**src/rtl/mm2s_ram_reader_if.sv**
```systemverilog
// ---------------------------------------------------------------------------
// mm2s_ram_reader_if
//   Bundles the three bus groups of the RAM-to-stream reader:
//     cmd_*     : command channel (start byte address, beats minus one)
//     mem_*     : 1-cycle-latency word RAM read port
//     m_axis_*  : AXI-Stream master output
//   Modport "master" is the reader's view of these signals.
//   Modport "slave" is the surrounding environment's view: the command
//   source, the RAM and the stream sink.
// ---------------------------------------------------------------------------
interface mm2s_ram_reader_if #(
  parameter int AXI_WIDTH      = 128,
  parameter int AXI_ADDR_WIDTH = 32,
  parameter int LEN_W          = 16
);
  localparam int LSB = $clog2(AXI_WIDTH) - 3;

  // Command channel
  logic                            cmd_valid;
  logic                            cmd_ready;
  logic [AXI_ADDR_WIDTH-1:0]       cmd_addr;
  logic [LEN_W-1:0]                cmd_beats;

  // RAM read port
  logic                            mem_ren;
  logic [AXI_ADDR_WIDTH-LSB-1:0]   mem_addr;
  logic [AXI_WIDTH-1:0]            mem_data;

  // AXI-Stream output
  logic                            m_axis_tvalid;
  logic                            m_axis_tready;
  logic [AXI_WIDTH-1:0]            m_axis_tdata;
  logic                            m_axis_tlast;

  modport master (
    input  cmd_valid, cmd_addr, cmd_beats, mem_data, m_axis_tready,
    output cmd_ready, mem_ren, mem_addr, m_axis_tvalid, m_axis_tdata, m_axis_tlast
  );

  modport slave (
    output cmd_valid, cmd_addr, cmd_beats, mem_data, m_axis_tready,
    input  cmd_ready, mem_ren, mem_addr, m_axis_tvalid, m_axis_tdata, m_axis_tlast
  );
endinterface

```
**src/rtl/mm2s_ram_reader.sv**
```systemverilog
// ---------------------------------------------------------------------------
// mm2s_ram_reader
//   Read-side DMA stage. Takes a (byte address, beats-minus-one) command,
//   issues sequential word reads to a 1-cycle-latency RAM and streams the
//   returned words out as one AXI-Stream burst terminated by tlast.
//   Sustains one beat per cycle and honours arbitrary backpressure.
//
// Ports
//   clk     : clock, everything on the rising edge
//   rst     : synchronous active-high reset; aborts any burst in progress
//   bus_if  : mm2s_ram_reader_if.master (command, RAM read port, stream out)
//   busy_o  : high while a command is being processed
//   done_o  : one-cycle pulse coincident with the tlast handshake
// ---------------------------------------------------------------------------
module mm2s_ram_reader #(
  parameter int AXI_WIDTH      = 128,
  parameter int AXI_ADDR_WIDTH = 32,
  parameter int LEN_W          = 16
) (
  input  logic                   clk,
  input  logic                   rst,
  mm2s_ram_reader_if.master      bus_if,
  output logic                   busy_o,
  output logic                   done_o
);

  localparam int LSB   = $clog2(AXI_WIDTH) - 3;
  localparam int PTR_W = AXI_ADDR_WIDTH - LSB;
  localparam int REM_W = LEN_W + 1;

  typedef enum logic [0:0] {
    IDLE = 1'b0,
    READ = 1'b1
  } state_t;

  // Control state
  state_t               state_q, state_d;
  logic [PTR_W-1:0]     wordPtr_q, wordPtr_d;
  logic [REM_W-1:0]     remaining_q, remaining_d;
  logic                 inflight_q, inflight_d;
  logic                 inflightLast_q, inflightLast_d;

  // Two-entry output FIFO
  logic [AXI_WIDTH-1:0] fifoData_q [0:1];
  logic                 fifoLast_q [0:1];
  logic                 wrPtr_q, wrPtr_d;
  logic                 rdPtr_q, rdPtr_d;
  logic [1:0]           count_q, count_d;

  // Handshake and datapath helpers
  logic                 cmdReady;
  logic                 cmdFire;
  logic                 memRen;
  logic                 outValid;
  logic                 pop;
  logic                 fifoEmpty;
  logic                 pushFifo;
  logic                 popFifo;
  logic                 headLast;
  logic [AXI_WIDTH-1:0] headData;
  logic [2:0]           occAfterPop;

  // Low byte-offset bits of the command address select nothing: reads are
  // whole words. They are folded here so they are visibly consumed.
  logic                 unused_addrLsb;
  assign unused_addrLsb = ^bus_if.cmd_addr[LSB-1:0];

  // The word returning from RAM this cycle is presented directly when the
  // FIFO is empty, so the first beat appears one cycle after its read and a
  // steady burst has no bubbles. A returned word that is not taken
  // immediately drops into the FIFO, which keeps tdata/tlast stable under
  // backpressure because the RAM holds mem_data until the next read.
  always_comb begin
    fifoEmpty = (count_q == 2'd0);
    outValid  = !fifoEmpty || inflight_q;
    headData  = fifoEmpty ? bus_if.mem_data : fifoData_q[rdPtr_q];
    headLast  = fifoEmpty ? inflightLast_q  : fifoLast_q[rdPtr_q];
    pop       = outValid && bus_if.m_axis_tready;
    popFifo   = !fifoEmpty && bus_if.m_axis_tready;
    pushFifo  = inflight_q && !(fifoEmpty && bus_if.m_axis_tready);
  end

  // Read issue credit: words held plus the word in flight, minus the one
  // leaving this cycle, must leave room for the new read. This caps the
  // reader at two words ahead of the consumer, so the FIFO never overflows.
  always_comb begin
    cmdReady    = (state_q == IDLE) && !rst;
    cmdFire     = bus_if.cmd_valid && cmdReady;
    occAfterPop = {1'b0, count_q} + {2'b00, inflight_q} - {2'b00, pop};
    memRen      = (state_q == READ) && (remaining_q != '0) && (occAfterPop < 3'd2);
  end

  // Next-state logic for the command FSM, address pointer and beat counter.
  // The remaining counter is one bit wider than cmd_beats so that the
  // largest command (all ones, i.e. 2^LEN_W beats) still fits.
  always_comb begin
    state_d        = state_q;
    wordPtr_d      = wordPtr_q;
    remaining_d    = remaining_q;
    inflight_d     = memRen;
    inflightLast_d = memRen && (remaining_q == REM_W'(1));
    unique case (state_q)
      IDLE: begin
        if (cmdFire) begin
          state_d     = READ;
          wordPtr_d   = bus_if.cmd_addr[AXI_ADDR_WIDTH-1:LSB];
          remaining_d = {1'b0, bus_if.cmd_beats} + REM_W'(1);
        end
      end
      READ: begin
        if (memRen) begin
          wordPtr_d   = wordPtr_q + PTR_W'(1);
          remaining_d = remaining_q - REM_W'(1);
        end
        if (pop && headLast) begin
          state_d = IDLE;
        end
      end
      default: state_d = IDLE;
    endcase
  end

  // FIFO pointer and occupancy bookkeeping.
  always_comb begin
    wrPtr_d = pushFifo ? !wrPtr_q : wrPtr_q;
    rdPtr_d = popFifo  ? !rdPtr_q : rdPtr_q;
    count_d = count_q + {1'b0, pushFifo} - {1'b0, popFifo};
  end

  // Control registers. Reset drops the in-flight read and empties the
  // FIFO, so an aborted burst never emits tlast or done.
  always_ff @(posedge clk) begin
    if (rst) begin
      state_q        <= IDLE;
      wordPtr_q      <= '0;
      remaining_q    <= '0;
      inflight_q     <= 1'b0;
      inflightLast_q <= 1'b0;
      wrPtr_q        <= 1'b0;
      rdPtr_q        <= 1'b0;
      count_q        <= 2'd0;
    end else begin
      state_q        <= state_d;
      wordPtr_q      <= wordPtr_d;
      remaining_q    <= remaining_d;
      inflight_q     <= inflight_d;
      inflightLast_q <= inflightLast_d;
      wrPtr_q        <= wrPtr_d;
      rdPtr_q        <= rdPtr_d;
      count_q        <= count_d;
    end
  end

  // FIFO storage has no reset; entries are only observed once counted.
  always_ff @(posedge clk) begin
    if (!rst && pushFifo) begin
      fifoData_q[wrPtr_q] <= bus_if.mem_data;
      fifoLast_q[wrPtr_q] <= inflightLast_q;
    end
  end

  // Output drive
  assign bus_if.cmd_ready     = cmdReady;
  assign bus_if.mem_ren       = memRen;
  assign bus_if.mem_addr      = wordPtr_q;
  assign bus_if.m_axis_tvalid = outValid;
  assign bus_if.m_axis_tdata  = headData;
  assign bus_if.m_axis_tlast  = headLast;
  assign busy_o               = (state_q == READ);
  assign done_o               = pop && headLast;

endmodule
```
**src/flat_wrapper.sv**
```systemverilog
// flat-port wrapper written by rule: the top's interface ports become plain ports
module mm2s_ram_reader_flat 
#(
  parameter int AXI_WIDTH      = 128,
  parameter int AXI_ADDR_WIDTH = 32,
  parameter int LEN_W          = 16
)
  (clk, rst, busy_o, done_o, bus_if_cmd_valid, bus_if_cmd_addr, bus_if_cmd_beats, bus_if_mem_data, bus_if_m_axis_tready, bus_if_cmd_ready, bus_if_mem_ren, bus_if_mem_addr, bus_if_m_axis_tvalid, bus_if_m_axis_tdata, bus_if_m_axis_tlast);
  mm2s_ram_reader_if #(.AXI_WIDTH(AXI_WIDTH), .AXI_ADDR_WIDTH(AXI_ADDR_WIDTH), .LEN_W(LEN_W)) bus_if_i ();
  input  logic clk;
  input  logic rst;
  output logic busy_o;
  output logic done_o;
  input wire logic [$bits(bus_if_i.cmd_valid)-1:0] bus_if_cmd_valid;
  input wire logic [$bits(bus_if_i.cmd_addr)-1:0] bus_if_cmd_addr;
  input wire logic [$bits(bus_if_i.cmd_beats)-1:0] bus_if_cmd_beats;
  input wire logic [$bits(bus_if_i.mem_data)-1:0] bus_if_mem_data;
  input wire logic [$bits(bus_if_i.m_axis_tready)-1:0] bus_if_m_axis_tready;
  output wire logic [$bits(bus_if_i.cmd_ready)-1:0] bus_if_cmd_ready;
  output wire logic [$bits(bus_if_i.mem_ren)-1:0] bus_if_mem_ren;
  output wire logic [$bits(bus_if_i.mem_addr)-1:0] bus_if_mem_addr;
  output wire logic [$bits(bus_if_i.m_axis_tvalid)-1:0] bus_if_m_axis_tvalid;
  output wire logic [$bits(bus_if_i.m_axis_tdata)-1:0] bus_if_m_axis_tdata;
  output wire logic [$bits(bus_if_i.m_axis_tlast)-1:0] bus_if_m_axis_tlast;
  assign bus_if_i.cmd_valid = bus_if_cmd_valid;
  assign bus_if_i.cmd_addr = bus_if_cmd_addr;
  assign bus_if_i.cmd_beats = bus_if_cmd_beats;
  assign bus_if_i.mem_data = bus_if_mem_data;
  assign bus_if_i.m_axis_tready = bus_if_m_axis_tready;
  assign bus_if_cmd_ready = bus_if_i.cmd_ready;
  assign bus_if_mem_ren = bus_if_i.mem_ren;
  assign bus_if_mem_addr = bus_if_i.mem_addr;
  assign bus_if_m_axis_tvalid = bus_if_i.m_axis_tvalid;
  assign bus_if_m_axis_tdata = bus_if_i.m_axis_tdata;
  assign bus_if_m_axis_tlast = bus_if_i.m_axis_tlast;
  mm2s_ram_reader #(.AXI_WIDTH(AXI_WIDTH), .AXI_ADDR_WIDTH(AXI_ADDR_WIDTH), .LEN_W(LEN_W)) u_core (.clk(clk), .rst(rst), .bus_if(bus_if_i), .busy_o(busy_o), .done_o(done_o));
endmodule
```
**config.mk**
```make
export PLATFORM = sky130hd
export DESIGN_NAME = mm2s_ram_reader_flat
export DESIGN_NICKNAME = d
export VERILOG_FILES = /design/src/rtl/mm2s_ram_reader_if.sv /design/src/rtl/mm2s_ram_reader.sv /design/src/flat_wrapper.sv
export SDC_FILE = /design/constraint.sdc
export NUM_CORES = 1
export LEC_CHECK = 0
export ABC_AREA = 1
export BUFFER_PORTS_ARGS = -buffer_cell sky130_fd_sc_hd__buf_4
export CORE_MARGIN = 8
export CORE_UTILIZATION = 40
export DETAILED_ROUTE_END_ITERATION = 6
export PLACE_DENSITY = 0.73
export REMOVE_ABC_BUFFERS = 1
export SLEW_MARGIN = 20
export SYNTH_ARGS = -nofsm -noshare
export SYNTH_HDL_FRONTEND = slang
export SYNTH_SLANG_ARGS = --single-unit
```
**constraint.sdc**
```tcl
create_clock -name clk -period 21.4 [get_ports clk]
set_clock_uncertainty 0.15 [all_clocks]
set_input_delay 2.14 -clock clk [delete_from_list [all_inputs] [get_ports clk]]
set_output_delay 2.14 -clock clk [all_outputs]
set_load 0.01 [all_outputs]
```
==> flow_summary_export.csv, run 1 <==
group,metric,value,unit
run_status,status,"finished, final reports clean",
placed_design,dp_hpwl,26740,um
global_routing,antenna_found_initial,1,
routing,drc,0,
job,cap_violations,0,
synthesis,yosysUniqueCellTypes,36,
placed_design,place_ws,15.02,ns
floorplan,io_pins,342,
power_and_ir_drop,p_comb_frac,0.457,
synthesis,yosysMostFrequentCell,"nand2_1",
synthesis,syn_inst,1525,
clock_tree,numCtsBuffers,34,
routing,vias,12210,
worst_setup_path,cp.required,19.11,ns
final_layout,final_nets,2018,
placed_design,io_buffers,337,
final_layout,diodes,0,
final_layout,area_delta_synth_final,27.88,%
clock_tree,cts_tree,"yes",
sta,hold_viol,0,
sta,fmax,0.1563,GHz
worst_setup_path,rr_worst_depth,13,
hold_path,hp-class,"flop to flop",
routing,routedWlPerCell,17.86,um
clock_tree,cts-root-buf,"clkbuf_16",
clock_tree,insertion_delay,0.50,ns
clock_tree,htree_levels,2,
worst_setup_path,endpoint,"bus_if_mem_ren",
synthesis,yosys_register_bits,311,
power_and_ir_drop,power_per_cell_area,137.9,nW/um^2
global_routing,grt_pass1_wl,63620,um
clock_tree,cts_resized,0,
power_and_ir_drop,switchingPower,1004,uW
worst_setup_path,crit_path_end_kind,"primary output",
worst_setup_path,start_kind,"input port",
clock_tree,cts_hold_buf,0,
routing,routed_via_density,5.275,
clock_tree,cts_setup_buffers,0,
routing,firstDrtPassIters,5,
synthesis,seq_area_frac_synth,0.6185,
routing,drt_first_iter_violations,981,
routing,ant_nets,0,
sta,slew-limit-headroom,0.2590,
sta,timing.final.crit_share,0.2991,
synthesis,synthTopCellsByArea,"edfxtp_1 54%, a21oi_1 10%, nand2_1 8.2%",
final_layout,drive_gt1_frac,0.2315,
clock_tree,clkTransAtPathRegs,0.06,ns
worst_setup_path,r2r-end,"u_core.remaining_q[16]",
power_and_ir_drop,power.internal,1507,uW
sta,post-route-min-period,6.400,ns
worst_setup_path,crit_start,"bus_if_m_axis_tready",
placed_design,place_congestion,0.8872,
sta,slew_violations,0,
clock_tree,clock-sinks,311,
floorplan,rows,69,
synthesis,synth_area,14240,um^2
synthesis,netlist_top_cells_count,"312 x nand2_1, 298 x a21oi_1, 265 x nor2_1",
synthesis,syn_area_per_cell,9.339,um^2
floorplan,die_area,41900,um^2
floorplan,coreArea,35310,um^2
power_and_ir_drop,vdd.ir_drop.worst,105.1,uV
sta,finalHoldWorstSlack,0.2978,ns
synthesis,yosys.area.top_type_share,0.5440,
power_and_ir_drop,pwr-share-seq,0.315,
sta,fin_tns_setup,0,ns
sta,layout_setup_ws,15.00,ns
global_routing,grt_max_degree,93,
synthesis,netlist.top_cell.by_area,"edfxtp_1",
power_and_ir_drop,leakagePower,0.007408,uW
worst_setup_path,arrival,4.11,ns
clock_tree,cts.path.max_buffers,3,
power_and_ir_drop,p_clk_frac,0.228,
worst_setup_path,r2r-start,"u_core.count_q[1]",
floorplan,die_h,204.7,um
floorplan,initial_core_util,0.4034,
synthesis,yosys_warnings,0,
routing,totalWireLength,41320,um
global_routing,grtUsageTotal,0.1867,
floorplan,die_x,204.7,um
worst_setup_path,reg2reg_slack,17.05,ns
sta,finalSetupViolCount,0,
power_and_ir_drop,swShare,0.3998,
worst_setup_path,critPathKind,"input port to primary output",
global_routing,grt_overflow_total,0,
sta,rsz0062_at_grt,"false",
synthesis,synthArstFlopShare,0,
sta,worst_pin_slew,1.110,ns
worst_setup_path,critPathMaxFanout,10,
synthesis,synth_edf_count,258,
synthesis,synth_ff_type,"edfxtp_1",
global_routing,grt_pass1_vias,11620,
==> cell usage in the layout (no fill, tap or decap), types with 4 or more instances in the layout <==
master,n
buf_4,347
nand2_1,312
a21oi_1,298
nor2_1,263
edfxtp_1,258
o21ai_0,65
inv_1,63
nand3_1,56
dfxtp_1,51
clkbuf_16,36
nand2_2,10
clkbuf_1,9
a21oi_2,8
ha_1,8
nor3_1,7
nand4_1,6
xor2_1,5
nand3b_1,4
o22ai_1,4
nor2_4,4
clkinv_1,4
clkinv_2,4
==> area by class of cell <==
class	instances	area [um^2]
multi-input combinational	1068	4857
fill	3171	17100
tap	461	576.8
inverter	67	261.5
clock inverter	13	136.4
sequential	311	8813
timing repair buffer	347	2605
clock buffer	47	962.2
==> sequential cells by signal, summed over array words and instances, names as in the netlist, named ones only <==
name and cells:
u_core.remaining_q 17, u_core.busy_o 1, u_core.fifoLast_q 2, u_core.bus_if.mem_addr 28
u_core.inflight_q 1, u_core.inflightLast_q 1, u_core.count_q 2, u_core.rdPtr_q 1
u_core.fifoData_q 256, u_core.wrPtr_q 1
==> worst max-delay path: stages <==
cell and delay (ns):
buf_4 0.08, inv_1 0.04, a21oi_1 0.18, ha_1 0.27, or2_2 0.30, fa_1 0.48
nand3_1 0.07, nor2_1 0.20, nand2_4 0.14, inv_1 0.08, buf_4 0.11
==> worst min path at each step <==
stage | from | endpoint | slack, ns | cells after the start
after floorplan | u_core.inflightLast_q | u_core.fifoLast_q[0] | 0.27 | 0
after global placement | u_core.rdPtr_q | flop | 0.28 | 1
after detailed placement | u_core.inflightLast_q | u_core.fifoLast_q[0] | 0.29 | 0
after CTS | u_core.inflightLast_q | u_core.fifoLast_q[0] | 0.30 | 0
after global routing | u_core.inflightLast_q | u_core.fifoLast_q[1] | 0.31 | 0
final | u_core.inflightLast_q | u_core.fifoLast_q[1] | 0.30 | 0
==> power groups by stage <==
stage | Clock [uW] | Sequential [uW] | Combinational, uW
2_1_floorplan | 0 | 804 | 670
3_3_place_gp | 0 | 799 | 1140
3_5_place_dp | 0 | 800 | 1150
4_1_cts | 590 | 789 | 1160
5_1_grt | 612 | 798 | 1270
6_report | 573 | 790 | 1150
==> routing by layer <==
layer  global-route usage  share of wire
met1               0.2487           0.41
met2               0.2968           0.46
met3              0.05281           0.11
met4              0.04680          0.021
met5                    0        0.00031
==> cells by family (layout without fill, tap and decap cells) <==
family                   count (synthesis)  count (layout)  synth area share
multiplexers                             1               1         0.0007028
adder cells (fa/ha/maj)                  9               9          0.008434
flip-flops                             311             311            0.6185
XOR/XNOR                                 7               7          0.004305
buffers and inverters                  146             474           0.04190
AO/OA/AOI/OAI                          381             381            0.1372
AND/OR/NAND/NOR                        670             670            0.1890
==> stage by stage <==
step / cell area (um^2) / util / total power (uW) / cells
after detailed placement: 17110 / 0.4847 / 1954 / 2254
after CTS: 18210 / 0.5158 / 2537 / 2314
final: 18210 / 0.5158 / 2511 / 2314
after global placement: 17110 / 0.4847 / 1940 / 2254
after floorplan: 13900 / - / 1474 / 1446
after global routing: 18210 / 0.5158 / 2683 / 2314
Power figures use the tool's default switching activity.
==> run 2, diff against run 1 <==
--- a/config.mk
+++ b/config.mk
@@ -10,7 +10,7 @@
 export CORE_MARGIN = 8
 export CORE_UTILIZATION = 40
 export DETAILED_ROUTE_END_ITERATION = 6
-export PLACE_DENSITY = 0.73
+export PLACE_DENSITY = 0.75
 export REMOVE_ABC_BUFFERS = 1
 export SLEW_MARGIN = 20
 export SYNTH_ARGS = -nofsm -noshare
==> constraint.sdc (replaced) <==
create_clock -name clk -period 5.7 [get_ports clk]
set_clock_uncertainty 0.15 [all_clocks]
set_input_delay 0.57 -clock clk [delete_from_list [all_inputs] [get_ports clk]]
set_output_delay 0.57 -clock clk [all_outputs]
set_load 0.01 [all_outputs]
==> run 2 against run 1 <==
Utilization about the same. Worst hold slack worse by 0.21 ns. Count of clock-buffer cells in the layout down 1. First-iteration DRC count down 11%. Combinational power rose to 3.8 times the previous value. Largest power group unchanged. Critical path depth down 4. Non-clock buffer count unchanged. Clock power rose to 3.6 times the previous value. Cell count up 0.13%. Flip-flop and latch count unchanged. Register-to-register slack worse by 15 ns. Design area about the same.
==> flow_summary_export.csv, run 2 (synthesized netlist as in run 1, its figures left out) <==
group,metric,value,unit
run_status,status,"finished, final reports clean",
worst_setup_path,cp.required,4.98,ns
global_routing,grt_overflow_total,0,
power_and_ir_drop,pwr-share-seq,0.314,
worst_setup_path,crit_path_max_incr_delay,0.76,ns
sta,hold_viol,0,
clock_tree,cts_resized,0,
final_layout,nFillCells,3138,
clock_tree,cts_hold_buf,0,
clock_tree,insertion_delay,0.52,ns
floorplan,die_area,41900,um^2
placed_design,dp_hpwl,27510,um
sta,slew_violations,0,
clock_tree,clkTransAtPathRegs,0.06,ns
worst_setup_path,reg2reg_slack,2.17,ns
power_and_ir_drop,power_per_cell_area,516.5,nW/um^2
routing,met2_wirelength,19400,um
global_routing,antenna_found_initial,1,
clock_tree,cts-root-buf,"clkbuf_16",
floorplan,coreArea,35310,um^2
routing,routed_via_density,5.246,
final_layout,final_common_cell,"buf_4",
routing,route.top_layer_used,"met5",
global_routing,grt_pass1_vias,11740,
power_and_ir_drop,power,9400,uW
routing,vias,12160,
clock_tree,cts_tree,"yes",
power_and_ir_drop,swShare,0.4065,
worst_setup_path,slowest_stage,"inv_4",
placed_design,place_ws,2.031,ns
sta,fmax,0.2547,GHz
routing,totalWireLength,41850,um
sta,worst_pin_slew,1.071,ns
sta,timing.final.crit_share,0.6887,
routing,drt-met1-wl,17320,um
final_layout,diodes,0,
placed_design,io_buffers,337,
worst_setup_path,crit_buf_inv,4,
routing,drt_first_iter_violations,876,
worst_setup_path,crit_chain,"nor2_4 -> buf_4 -> inv_4 -> buf_4 -> nor2_1 -> a21oi_1 -> buf_4",
floorplan,initial_core_util,0.4034,
final_layout,area_delta_synth_final,27.78,%
worst_setup_path,path_delay_family,"buffers and inverters",
floorplan,io_pins,342,
power_and_ir_drop,vdd.ir_drop.worst,386.6,uV
routing,ant_nets,0,
sta,slew-limit-headroom,0.2819,
worst_setup_path,critPathKind,"flop to primary output",
sta,layout_setup_ws,1.774,ns
power_and_ir_drop,p_comb_frac,0.464,
sta,post-route-min-period,3.926,ns
clock_tree,cts.path.max_buffers,3,
global_routing,grt_max_degree,130,
sta,rsz0062_at_grt,"false",
final_layout,final_cell_mix,"345 x buf_4, 312 x nand2_1, 298 x a21oi_1, 263 x nor2_1, 258 x edfxtp_1",
global_routing,grtUsageTotal,0.1877,
worst_setup_path,critPathMaxFanout,86,
power_and_ir_drop,switchingPower,3821,uW
routing,drc,0,
power_and_ir_drop,power.internal,5579,uW
worst_setup_path,crit_path_end_kind,"primary output",
clock_tree,numCtsBuffers,35,
worst_setup_path,arrival,3.21,ns
final_layout,final_nets,2019,
floorplan,rows,69,
routing,firstDrtPassIters,5,
placed_design,place_congestion,0.8960,
clock_tree,htree_levels,2,
final_layout,largest_reg_flops,256,
clock_tree,cts_setup_buffers,0,
power_and_ir_drop,leakagePower,0.007381,uW
final_layout,regMostFlops,"u_core.fifoData_q",
job,cap_violations,0,
global_routing,grt_pass1_wl,63780,um
power_and_ir_drop,p_clk_frac,0.222,
routing,routedWlPerCell,18.06,um
floorplan,die_h,204.7,um
floorplan,die_x,204.7,um
routing,wl_met3,4378,um
sta,finalSetupViolCount,0,
hold_path,hp-class,"input port to flop",
clock_tree,clock-sinks,311,
worst_setup_path,cp_common_cell,"buf_4",
final_layout,drive_gt1_frac,0.2290,
worst_setup_path,start_kind,"flop",
run 2: cell types whose count changed in the layout (fill, tap and decap cells not counted):
cell	before	now
clkinv_2	4	2
clkbuf_1	9	11
bufinv_16	2	1
clkinvlp_4	0	1
inv_1	63	62
inv_16	0	1
buf_4	347	345
clkinv_1	4	10
clkbuf_16	36	35
clkbuf_8	2	0
buf_12	0	2
run 2: worst paths after layout:
| check | start | to | depth (start not counted) |
|---|---|---|---|
| worst max register to register | u_core.count_q[1] | u_core.bus_if.mem_addr[19] | 13 |
| worst max-delay path | u_core.count_q[1] | bus_if_m_axis_tdata[48] | 7 |
| worst min register to register | u_core.rdPtr_q | flop | 1 |
| worst min-delay path | bus_if_mem_data[81] | u_core.fifoData_q[1][81] | 1 |
run 2: metal layers:
metal  up-vias  GRT usage
met5         -          0
met4         2    0.04423
met3        54    0.05076
met2       546     0.3022
met1      5721     0.2494
li1       5832          -
run 2: metrics by stage:
step / TNS (ns) / instances / instance area [um^2] / hold WS (ns) / utilization
floorplan: -1645.90 / 1446 / 13900 / 0.2703 / -
global placement: 0 / 2254 / 17140 / 0.2767 / 0.4854
detailed placement: 0 / 2254 / 17140 / 0.3002 / 0.4854
CTS: 0 / 2317 / 18200 / 0.05829 / 0.5154
global route: 0 / 2317 / 18200 / 0.06392 / 0.5154
finish: 0 / 2317 / 18200 / 0.09143 / 0.5154
run 2: layout make-up:
cell class / count / area [um^2] / area share
repair buffers: 347 / 2630 / 0.1445
flip-flops and latches: 311 / 8813 / 0.4843
well taps: 461 / 576.8 / 0.03169
clock inverters: 17 / 142.6 / 0.007838
inverters: 67 / 261.5 / 0.01437
clock buffers: 46 / 917.1 / 0.05040
multi-input cells: 1068 / 4857 / 0.2669
run 2: power groups by stage:
stage               Sequential, uW  Clock, uW  Combinational (uW)
floorplan                     3020          0                2520
global placement              2990          0                4310
detailed placement            2990          0                4380
CTS                           2950       2140                4400
global route                  2980       2220                4800
finish                        2960       2080                4360
run 2: worst register-to-register path: stages, from the launching register on:
cell	delay, ns
dfxtp_1	0.48
nor2_4	0.05
a21oi_1	0.19
ha_1	0.26
or2_2	0.31
fa_1	0.50
nand3_1	0.08
nor2_1	0.19
nand2_4	0.14
nand2_2	0.31
buf_4	0.46
nand2_1	0.10
o21ai_0	0.16
nor2_1	0.06
==> run 3, diff against run 2 <==
--- a/config.mk
+++ b/config.mk
@@ -5,7 +5,7 @@
 export SDC_FILE = /design/constraint.sdc
 export NUM_CORES = 1
 export LEC_CHECK = 0
-export ABC_AREA = 1
+export ABC_AREA = 0
 export BUFFER_PORTS_ARGS = -buffer_cell sky130_fd_sc_hd__buf_4
 export CORE_MARGIN = 8
 export CORE_UTILIZATION = 40
==> constraint.sdc (replaced) <==
create_clock -name clk -period 3.45 [get_ports clk]
set_clock_uncertainty 0.15 [all_clocks]
set_input_delay 0.345 -clock clk [delete_from_list [all_inputs] [get_ports clk]]
set_output_delay 0.345 -clock clk [all_outputs]
set_load 0.01 [all_outputs]
==> run 3 against run 2 <==
First-iteration DRC count is 13% lower. Area after synthesis is 2.8% lower. Cell count is 9.1% lower. Count of clock-buffer cells in the layout is 5 lower. Design area is 7.1% higher. Die area is 2.6% lower. Total power is 53% higher. Combinational power is 33% higher.
==> flow_summary_export.csv, run 3 <==
group,metric,value,unit
synthesis,seq_area_frac_synth,0.6365,
floorplan,rows,68,
power_and_ir_drop,leakagePower,0.007321,uW
worst_setup_path,crit_buf_inv,2,
sta,timing.final.crit_share,0.9511,
floorplan,die_h,202.0,um
worst_setup_path,critPathMaxFanout,4,
floorplan,io_pins,342,
synthesis,yosys_register_bits,311,
power_and_ir_drop,pwr-share-seq,0.334,
power_and_ir_drop,power_per_cell_area,739.0,nW/um^2
final_layout,final_cell_mix,"352 x buf_4, 258 x edfxtp_1, 190 x nand2_1, 166 x o21ai_0, 131 x dlygate4sd3_1",
final_layout,regMostFlops,"u_core.fifoData_q",
worst_setup_path,crit_start,"u_core.count_q[1]",
global_routing,grt_pass1_vias,11420,
sta,slew_violations,0,
hold_path,hp-class,"input port to flop",
job,cap_violations,0,
routing,drt_first_iter_violations,760,
floorplan,die_area,40810,um^2
global_routing,use_met1,0.2320,
sta,fmax,0.3048,GHz
worst_setup_path,arrival,2.79,ns
sta,slew-limit-headroom,0.4894,
global_routing,grtUsageTotal,0.1877,
global_routing,gr-usage-met2,0.3173,
floorplan,coreArea,34290,um^2
global_routing,grt_max_degree,163,
synthesis,netlist_top_cells_count,"258 x edfxtp_1, 190 x nand2_1, 166 x o21ai_0",
routing,ant_nets,0,
placed_design,place_congestion,0.8923,
synthesis,yosys_warnings,0,
routing,routedWlPerCell,19.06,um
global_routing,antenna_found_initial,1,
floorplan,initial_core_util,0.4036,
worst_setup_path,reg2reg_slack,0.32,ns
sta,rsz0062_at_grt,"false",
synthesis,yosysMostFrequentCell,"edfxtp_1",
synthesis,yosys.area_share.adder,0.008679,
synthesis,synthTopCellsByArea,"edfxtp_1 56%, mux2i_1 9.4%, dfxtp_1 7.7%",
power_and_ir_drop,vdd.ir_drop.worst,623.1,uV
power_and_ir_drop,swShare,0.3516,
placed_design,dp_hpwl,25470,um
worst_setup_path,rr_worst_depth,13,
sta,fin_tns_setup,0,ns
clock_tree,clock-sinks,311,
global_routing,grt-busiest-layer,"met2",
synthesis,synth_xor_area_frac,0.01266,
synthesis,synth_top_family_by_area,"compound AO/OA/AOI/OAI gates",
global_routing,grt_util_met3,0.05556,
routing,routed_via_density,5.314,
power_and_ir_drop,p_comb_frac,0.403,
clock_tree,htree_levels,2,
synthesis,netlist.top_cell.by_area,"edfxtp_1",
sta,post-route-min-period,3.281,ns
synthesis,synthMuxAreaShare,0.09484,
power_and_ir_drop,p_clk_frac,0.263,
routing,firstDrtPassIters,5,
sta,hold_viol,0,
synthesis,synth_compound_area_frac,0.1123,
synthesis,synth_area,13840,um^2
floorplan,die_x,202.0,um
clock_tree,insertion_delay,0.50,ns
sta,worst_pin_slew,0.7660,ns
global_routing,grt_overflow_total,0,
routing,drc,0,
worst_setup_path,r2r-end,"u_core.bus_if.mem_addr[21]",
final_layout,final_common_cell,"buf_4",
worst_setup_path,crit_chain,"nor2_4 -> nand2_1 -> and2_1 -> ha_1 -> nand2b_1 -> fa_2 -> nand3_1 -> or2_4 -> inv_1 -> buf_4",
power_and_ir_drop,power,14400,uW
synthesis,synth-simple-area-share,0.1110,
power_and_ir_drop,switchingPower,5065,uW
clock_tree,cts-root-buf,"clkbuf_16",
synthesis,synthArstFlopShare,0,
power_and_ir_drop,power.internal,9340,uW
final_layout,drive_gt1_frac,0.2629,
synthesis,yosys.area.top_type_share,0.5598,
placed_design,io_buffers,337,
clock_tree,cts_tree,"yes",
clock_tree,numCtsBuffers,34,
synthesis,yosysUniqueCellTypes,54,
worst_setup_path,cp.required,2.95,ns
final_layout,final_nets,1814,
worst_setup_path,crit_path_end_kind,"primary output",
synthesis,syn_inst,1169,
worst_setup_path,start_kind,"flop",
final_layout,largest_reg_flops,256,
worst_setup_path,cp.depth,10,
run_status,status,"finished, final reports clean",
routing,totalWireLength,40170,um
worst_setup_path,critPathKind,"flop to primary output",
clock_tree,cts.path.max_buffers,3,
worst_setup_path,endpoint,"bus_if_mem_ren",
synthesis,syn_area_per_cell,11.84,um^2
sta,finalSetupViolCount,0,
routing,vias,11200,
synthesis,synth_edf_count,258,
synthesis,synth_ff_type,"edfxtp_1",
worst_setup_path,slowest_stage,"fa_2",
global_routing,grt_pass1_wl,62590,um
worst_setup_path,r2r-start,"u_core.count_q[1]",
final_layout,area_delta_synth_final,40.84,%
worst_setup_path,crit_path_max_incr_delay,0.52,ns
clock_tree,clkTransAtPathRegs,0.06,ns
worst_setup_path,path_delay_family,"simple AND/OR/NAND/NOR gates",
## run 3: cell types whose count changed after synthesis, moves of 36 or more
cell	delta
o21ai_0	+101
mux2i_1	+129
nand3_1	-36
a21oi_1	-249
nor2_1	-227
nand2_1	-122
inv_1	-54
## run 3: per-stage QoR
stage               hold slack (ns)    util  instances  setup WS, ns  cell area [um^2]
floorplan                    0.2641       -       1096        -8.902             13550
global placement             0.2799  0.4947       1911        0.4969             16960
detailed placement           0.2909  0.4947       1911        0.3526             16960
CTS                         0.01051  0.5677       2104       0.02261             19460
global route                0.01294  0.5685       2107       0.01441             19490
finish                      0.03567  0.5685       2107        0.1688             19490
## run 3: timing repair
| item | in CTS | in global routing |
|---|---|---|
| hold buffers | 131 | 0 |
| hold endpoints to repair | 259 | 0 |
| resized for setup | 2 | 3 |
| endpoints found under the setup margin | 1 | 51 |
| setup buffers | 0 | 2 |
| cloned | 0 | 0 |
| pin swaps | 0 | 4 |
## run 3: cells by family (layout without fill, tap and decap cells)
kind of cell | after synthesis | count (layout)
adder cells (fa/ha/maj) | 9 | 9
AO/OA/AOI/OAI | 276 | 276
other | 0 | 1
multiplexers | 131 | 131
flip-flops | 311 | 311
AND/OR/NAND/NOR | 337 | 337
buffers and inverters | 85 | 567
XOR/XNOR | 20 | 20
## run 3: area by class of cell
class / instances / area, um^2
fill: 2643 / 14800
multi-input combinational: 773 / 4725
timing repair buffer: 493 / 4145
tap: 455 / 569.3
inverter: 12 / 45.04
antenna: 1 / 2.502
clock inverter: 21 / 279.0
clock buffer: 41 / 908.4
sequential: 311 / 8817
## run 3: worst min path at each step
stage	startpoint	end	slack, ns	cells after the start
finish	bus_if_cmd_addr[29]	u_core.bus_if.mem_addr[25]	0.04	4
global route	bus_if_cmd_addr[29]	u_core.bus_if.mem_addr[25]	0.01	4
CTS	bus_if_cmd_addr[29]	u_core.bus_if.mem_addr[25]	0.01	4
detailed placement	u_core.inflightLast_q	u_core.fifoLast_q[1]	0.29	0
global placement	u_core.inflightLast_q	u_core.fifoLast_q[0]	0.28	0
floorplan	rst	u_core.bus_if.mem_addr[0]	0.26	1
## run 3: layer usage
layer,up-vias,routed length (um),share of wire
met5,-,0,0
met4,0,791,0.020
met3,70,3916,0.097
met2,568,19390,0.48
met1,5286,16070,0.40
li1,5273,-,-
## run 3: power by group through the flow
stage | logic [uW] | registers [uW] | clock network, uW
4_1_cts | 5720 | 4800 | 3870
2_1_floorplan | 1840 | 4670 | 0
5_1_grt | 6300 | 4860 | 4030
6_report | 5800 | 4810 | 3790
3_3_place_gp | 5480 | 4860 | 0
3_5_place_dp | 5580 | 4870 | 0
## run 3: tightest hold or removal path: stages
cell and delay [ns]:
buf_4 0.08, nand2_1 0.06, o31ai_2 0.06, o2bb2ai_1 0.10
